$ cat config.mk
export PLATFORM = sky130hd
export DESIGN_NAME = truth_table_extractor_flat
export DESIGN_NICKNAME = d
export VERILOG_FILES = /design/src/rtl/truth_table_extractor_if.sv /design/src/rtl/truth_table_extractor.sv /design/src/flat_wrapper.sv
export SDC_FILE = /design/constraint.sdc
export NUM_CORES = 1
export LEC_CHECK = 0
export CAP_MARGIN = 20
export CORE_ASPECT_RATIO = 1.4
export CORE_UTILIZATION = 45
export CTS_CLUSTER_DIAMETER = 80
export DETAILED_ROUTE_END_ITERATION = 10
export GPL_TIMING_DRIVEN = 1
export PLACE_DENSITY_LB_ADDON = 0.12
export SETUP_SLACK_MARGIN = 0.02
export SYNTH_ARGS = -nofsm -noshare
export SYNTH_HDL_FRONTEND = slang
export SYNTH_SLANG_ARGS = --single-unit
$ cat constraint.sdc
create_clock -name clk -period 2.15 [get_ports clk]
set_clock_uncertainty 0.1 [all_clocks]
set_input_delay 0.5375 -clock clk [delete_from_list [all_inputs] [get_ports clk]]
set_output_delay 0.5375 -clock clk [all_outputs]
set_load 0.005 [all_outputs]
$ cat src/rtl/truth_table_extractor_if.sv
// Handshake/bus bundle between the truth-table sweeper and its controller.
// The slave side is the sweeper; the master side is the controller.
interface truth_table_extractor_if #(
    parameter int N_IN  = 3,
    parameter int N_OUT = 2
);
    localparam int TBL_W = N_OUT * (1 << N_IN);

    logic             start;
    logic [TBL_W-1:0] exp_table;
    logic [N_IN-1:0]  dut_in;
    logic [N_OUT-1:0] dut_out;
    logic             row_valid;
    logic             row_ready;
    logic [N_IN-1:0]  row_index;
    logic [N_OUT-1:0] row_value;
    logic [TBL_W-1:0] table_out;
    logic             busy;
    logic             done;
    logic             pass;

    modport master (
        output start, exp_table, dut_out, row_ready,
        input  dut_in, row_valid, row_index, row_value, table_out, busy, done, pass
    );

    modport slave (
        input  start, exp_table, dut_out, row_ready,
        output dut_in, row_valid, row_index, row_value, table_out, busy, done, pass
    );
endinterface

$ cat src/rtl/truth_table_extractor.sv
// Sweeps every input row of a combinational block, streams each sampled
// output row over valid/ready and checks the captured table against a reference.
module truth_table_extractor #(
    parameter int N_IN   = 3,
    parameter int N_OUT  = 2,
    parameter int SETTLE = 2
) (
    input  logic                    clk,
    input  logic                    rst_n,
    truth_table_extractor_if.slave  bus
);
    localparam int ROWS  = 1 << N_IN;
    localparam int TBL_W = N_OUT * ROWS;
    localparam int CNT_W = (SETTLE > 1) ? $clog2(SETTLE) : 1;
    localparam logic [N_IN-1:0]  LAST_ROW    = N_IN'(ROWS - 1);
    localparam logic [CNT_W-1:0] SETTLE_LOAD = CNT_W'(SETTLE - 1);

    typedef enum logic [1:0] {
        ST_IDLE   = 2'd0,
        ST_SETTLE = 2'd1,
        ST_EMIT   = 2'd2,
        ST_DONE   = 2'd3
    } state_t;

    state_t           state_r;
    logic [N_IN-1:0]  row_r;
    logic [CNT_W-1:0] cnt_r;
    logic [N_IN-1:0]  dut_in_r;
    logic             row_valid_r;
    logic [N_IN-1:0]  row_index_r;
    logic [N_OUT-1:0] row_value_r;
    logic [TBL_W-1:0] table_r;
    logic             busy_r;
    logic             done_r;
    logic             pass_r;
    logic [TBL_W-1:0] table_ins_s;

    // Table with the live DUT output written into the current row's bit positions
    always_comb begin
        table_ins_s = table_r;
        for (int j = 0; j < N_OUT; j++) begin
            table_ins_s[j * ROWS + int'(row_r)] = bus.dut_out[j];
        end
    end

    // Sweep sequencer: state, counters and every registered output
    always_ff @(posedge clk or negedge rst_n) begin
        if (!rst_n) begin
            state_r     <= ST_IDLE;
            row_r       <= {N_IN{1'b0}};
            cnt_r       <= {CNT_W{1'b0}};
            dut_in_r    <= {N_IN{1'b0}};
            row_valid_r <= 1'b0;
            row_index_r <= {N_IN{1'b0}};
            row_value_r <= {N_OUT{1'b0}};
            table_r     <= {TBL_W{1'b0}};
            busy_r      <= 1'b0;
            done_r      <= 1'b0;
            pass_r      <= 1'b0;
        end else begin
            done_r <= 1'b0;
            case (state_r)
                ST_IDLE: begin
                    if (bus.start) begin
                        state_r  <= ST_SETTLE;
                        row_r    <= {N_IN{1'b0}};
                        dut_in_r <= {N_IN{1'b0}};
                        cnt_r    <= SETTLE_LOAD;
                        table_r  <= {TBL_W{1'b0}};
                        busy_r   <= 1'b1;
                        pass_r   <= 1'b0;
                    end
                end
                ST_SETTLE: begin
                    if (cnt_r == {CNT_W{1'b0}}) begin
                        row_value_r <= bus.dut_out;
                        row_index_r <= row_r;
                        table_r     <= table_ins_s;
                        row_valid_r <= 1'b1;
                        state_r     <= ST_EMIT;
                    end else begin
                        cnt_r <= cnt_r - CNT_W'(1);
                    end
                end
                ST_EMIT: begin
                    if (bus.row_ready) begin
                        row_valid_r <= 1'b0;
                        if (row_r == LAST_ROW) begin
                            // Verdict is registered so it is valid throughout the done cycle
                            state_r <= ST_DONE;
                            done_r  <= 1'b1;
                            busy_r  <= 1'b0;
                            pass_r  <= (table_r == bus.exp_table);
                        end else begin
                            row_r    <= row_r + N_IN'(1);
                            dut_in_r <= row_r + N_IN'(1);
                            cnt_r    <= SETTLE_LOAD;
                            state_r  <= ST_SETTLE;
                        end
                    end
                end
                ST_DONE: begin
                    state_r <= ST_IDLE;
                end
                default: begin
                    state_r <= ST_IDLE;
                end
            endcase
        end
    end

    assign bus.dut_in    = dut_in_r;
    assign bus.row_valid = row_valid_r;
    assign bus.row_index = row_index_r;
    assign bus.row_value = row_value_r;
    assign bus.table_out = table_r;
    assign bus.busy      = busy_r;
    assign bus.done      = done_r;
    assign bus.pass      = pass_r;
endmodule

$ cat src/flat_wrapper.sv
// flat-port wrapper written by rule: the top's interface ports become plain ports
module truth_table_extractor_flat 
#(
    parameter int N_IN   = 3,
    parameter int N_OUT  = 2,
    parameter int SETTLE = 2
)
  (clk, rst_n, bus_start, bus_exp_table, bus_dut_out, bus_row_ready, bus_dut_in, bus_row_valid, bus_row_index, bus_row_value, bus_table_out, bus_busy, bus_done, bus_pass);
  truth_table_extractor_if #(.N_IN(N_IN), .N_OUT(N_OUT)) bus_i ();
  input  logic clk;
  input  logic rst_n;
  input wire logic [$bits(bus_i.start)-1:0] bus_start;
  input wire logic [$bits(bus_i.exp_table)-1:0] bus_exp_table;
  input wire logic [$bits(bus_i.dut_out)-1:0] bus_dut_out;
  input wire logic [$bits(bus_i.row_ready)-1:0] bus_row_ready;
  output wire logic [$bits(bus_i.dut_in)-1:0] bus_dut_in;
  output wire logic [$bits(bus_i.row_valid)-1:0] bus_row_valid;
  output wire logic [$bits(bus_i.row_index)-1:0] bus_row_index;
  output wire logic [$bits(bus_i.row_value)-1:0] bus_row_value;
  output wire logic [$bits(bus_i.table_out)-1:0] bus_table_out;
  output wire logic [$bits(bus_i.busy)-1:0] bus_busy;
  output wire logic [$bits(bus_i.done)-1:0] bus_done;
  output wire logic [$bits(bus_i.pass)-1:0] bus_pass;
  assign bus_i.start = bus_start;
  assign bus_i.exp_table = bus_exp_table;
  assign bus_i.dut_out = bus_dut_out;
  assign bus_i.row_ready = bus_row_ready;
  assign bus_dut_in = bus_i.dut_in;
  assign bus_row_valid = bus_i.row_valid;
  assign bus_row_index = bus_i.row_index;
  assign bus_row_value = bus_i.row_value;
  assign bus_table_out = bus_i.table_out;
  assign bus_busy = bus_i.busy;
  assign bus_done = bus_i.done;
  assign bus_pass = bus_i.pass;
  truth_table_extractor #(.N_IN(N_IN), .N_OUT(N_OUT), .SETTLE(SETTLE)) u_core (.clk(clk), .rst_n(rst_n), .bus(bus_i));
endmodule
==> results.md, run 1 <==
- Internal Power: approximately 1.5 mW
- Die span in x: roughly 52 um
- Via count: ~1.3k
- Fin nets: roughly 240
- Rows: 25
- Part of the power in registers: between 30% and 40%
- Number of global-route vias before repair: 1346
- Non-filler cells, final: 252
- RSZ-0062 raised after global routing: no
- Gr usage total: 21.5%
- Ys Warns: 0
- Mapped Area: ~1600 sq um
- Logic pwr share: between 40% and 50%
- Reg-to-Reg Start: u_core.row_r[0]$_DFFE_PN0P_
- CTS H-Tree Depth: 2
- Detailed Route Iter0 Violations: 32
- Share of layout cells above drive strength 1: approximately 17%
- Max-slew violation count: 0
- Relative slew slack: 73.9%
- Layout area overhead: 40.6%
- Reg2Reg Setup Slack: ~0.33 ns
- Hold Path Stages: 1
- Hold_buf cts: 0
- IO buf count: slightly below 50
- Sequential area share after synthesis: 48.5%
- Clock Pin Slew Worst Setup and Hold Paths: 0.06 ns
- Sequential cell area: between 700 and 800 sq um
- Minimum clock period: slightly below 2 ns
- Drt first pass iters: 4
- Fmax: roughly 500 MHz
- Max Cap Viol: 0
- CP startpoint kind: flip-flop
- Fillers: 270
- Crit path capture type: primary output
- Final wirelength: around 3700 um
- Number of buffers created by CTS: 5
- Hold WS: roughly 0.4 ns
- Clock sink count: 31
- Total grt overflow: 0
- P_sw: around 0.82 mW
- Worst path cell trace: clkdlybuf4s50_1
- Starting Density: a little under half
- #FFs+latches synth: 31
- Worst vdd ir: 0.815 mV
- Outcome: finished clean
- Critical path arrival: 1.34 ns
- Number of routed nets with antenna violations: 0
- Worst hold start: u_core.bus.row_valid$_DFFE_PN0P_
- Die Height: between 70 and 80 um
- Proportion of power drawn by the clock network: 21.2%
- Power Density: 1030 nW/um^2
- CORE AREA: ~3400 sq um
- Worst Max-Slew Pin Slew: around 0.4 ns
- CP max-delay cell: clkdlybuf4s50_1
- IO Pins: 50
- First-pass GRT wire length: between 5000 and 6000 um
- Cell family with most CP delay: buffers and inverters
- CTS root buf: clkbuf_8
- Hold path endpoint: u_core.bus.row_valid$_DFFE_PN0P_
- Setup TNS: 0 ns
- Hpwl dp: about 2700 um
- Worst r2r dst: u_core.row_r[0]$_DFFE_PN0P_
- Met1 wire length: 1450 um
- CP max FO: 8
- Post-Syn Instances: approximately 150
- Worst Path Required: roughly 1.5 ns
- Synth unique cells: 34
- Skew-Pair Late Insertion Delay: 0.28 ns
- Largest net degree at the start of global routing: 32
- Worst hold path class: flip-flop to flip-flop
- Final hold vios: 0
- Cell count after placement: ~240
- Worst path max stage delay: approximately 0.56 ns
- Tcrit/Tclk final: ~90%
- Endpoints failing setup: 0
- FF-to-FF path depth: 6
- Mapped Nets: ~180
- CTS tree: built
- Post_cts resized: 0
- WP buf/inv: 1
- Clock Tree Buf Depth: 2
- Die area: 3800 sq um
- Uppermost layer routed: met4
- Diode count: 0
- Met3 wire len: 160 um
- Post-CTS Setup Bufs: 0
- Initial antenna violation count: 0
- CP Class: flip-flop to primary output
- Leakage Power: approximately 0.98 nW
- Placer congestion estimate: approximately 0.8
- # DRC: 0
- Routed vias/inst: between 5 and 6
- Syn_area_per_cell: between 10 and 15 sq um
- Met2 WL post-DR: slightly below 2000 um
- Drt wl/cell: between 10 and 15 um
- Multi-input gate area: just over 700 sq um
- Sw frac: 35.1%
## layout by cell type (no fill, tap or decap)
cell type / instances
clkdlybuf4s50_1: 49
dfrtp_1: 31
inv_1: 17
o22ai_1: 17
xor2_1: 15
nand2_1: 11
a21oi_2: 9
nand3_1: 7
clkbuf_8: 7
buf_4: 5
nor2_1: 3
nand2b_1: 3
mux2_2: 3
a21o_1: 3
o21ai_0: 3
nor4_1: 3
nor2b_1: 2
nand2_2: 2
nand2b_4: 2
inv_2: 2
or3_4: 2
a21oi_1: 2
mux2i_1: 2
ha_1: 2
and3_1: 1
nand2b_2: 1
nor2_4: 1
a21o_4: 1
and2b_1: 1
xnor2_1: 1
nor3_1: 1
o31ai_1: 1
mux2_1: 1
clkbuf_1: 1
## cell families (layout without fill, tap and decap cells)
family | Yosys count | count (layout) | share of synthesized area [%]
DFF | 31 | 31 | 48.5
muxes | 6 | 6 | 4.07
AOI/OAI and AO/OA | 36 | 36 | 15.9
and+or+nand+nor | 40 | 40 | 14.9
xor gates and xnor gates | 16 | 16 | 8.76
adders and majority gates | 2 | 2 | 1.56
buffers and inverters | 23 | 81 | 6.25
## area by class of cell
cell class	instances	share of cell area (%)
repair buffers	54	23.5
well taps	40	2.22
inverters	19	3.17
multi-input cells	100	32.2
flip-flops and latches	31	34.5
clock buffers	8	4.45
## flip-flops by register name, indices dropped and copies added (netlist names)
| signal | cells |
|---|---|
| u_core.state_r | 2 |
| u_core.bus.row_value | 2 |
| u_core.row_r | 3 |
| u_core.cnt_r | 1 |
| u_core.bus.done | 1 |
| u_core.bus.table_out | 16 |
| u_core.bus.row_index | 3 |
| u_core.bus.row_valid | 1 |
| u_core.bus.pass | 1 |
| u_core.bus.busy | 1 |
## cell usage after synthesis (all sizes together)
library cell   n  area share, %
dfrtp         31             48
inv           19            4.5
o22ai         17            6.6
xor2          15            8.2
nand2         13            3.4
a21oi         11            5.6
nand3          7            2.2
nand2b         6            3.4
a21o           4            2.3
mux2           4            2.8
nor2           4            1.4
buf            3            1.5
nor4           3            1.2
o21ai          3           0.94
ha             2            1.6
mux2i          2            1.3
nor2b          2           0.78
or3            2            1.4
and2b          1           0.47
and3           1           0.39
clkbuf         1           0.31
nor3           1           0.31
o31ai          1           0.47
xnor2          1           0.55
## power groups by stage
| stage | Clock, mW | Combinational (mW) | Sequential [mW] |
|---|---|---|---|
| floorplan | 0 | 0.637 | 0.817 |
| global placement | 0 | 0.963 | 0.848 |
| detailed placement | 0 | 0.984 | 0.855 |
| CTS | 0.505 | 0.994 | 0.847 |
| global route | 0.527 | 1.08 | 0.865 |
| finish | 0.493 | 0.990 | 0.845 |
## per-stage QoR
step / cell area [sq um] / power (mW) / util (%) / worst slack, ns
floorplan: 1600 / 1.45 / - / 0.295
global placement: 2150 / 1.81 / 63.6 / 0.0621
detailed placement: 2150 / 1.84 / 63.6 / 0.0846
CTS: 2250 / 2.35 / 66.6 / 0.164
global route: 2250 / 2.47 / 66.6 / 0.138
finish: 2250 / 2.33 / 66.6 / 0.168
## worst max-delay path by stage
stage                                 from                           to  slack [ns]  depth (start not counted)
2_1_floorplan  u_core.row_r[1]$_DFFE_PN0P_  u_core.row_r[0]$_DFFE_PN0P_        0.29                          6
3_3_place_gp              bus_exp_table[6]  u_core.bus.pass$_DFFE_PN0P_        0.06                          5
3_5_place_dp              bus_exp_table[6]  u_core.bus.pass$_DFFE_PN0P_        0.08                          5
4_1_cts        u_core.row_r[2]$_DFFE_PN0P_                bus_dut_in[2]        0.16                          1
5_1_grt        u_core.row_r[0]$_DFFE_PN0P_                bus_dut_in[0]        0.14                          2
6_report       u_core.row_r[2]$_DFFE_PN0P_                bus_dut_in[2]        0.17                          1
## layer usage
metal | GRT usage [%] | vias up
li1 | - | 639
met4 | 10.5 | 0
met2 | 39.5 | 38
met3 | 5.24 | 9
met1 | 21.7 | 642
met5 | 0 | -
Note: power is estimated with default switching activity, not from simulation.
==> inputs of run 2 (changes only) <==
--- a/config.mk
+++ b/config.mk
@@ -13,6 +13,7 @@
 export GPL_TIMING_DRIVEN = 1
 export PLACE_DENSITY_LB_ADDON = 0.12
 export SETUP_SLACK_MARGIN = 0.02
+export SKIP_LAST_GASP = 1
 export SYNTH_ARGS = -nofsm -noshare
 export SYNTH_HDL_FRONTEND = slang
 export SYNTH_SLANG_ARGS = --single-unit
==> results of run 2 <==
No change in the layout: final DEF, timing and power equal those of run 1.
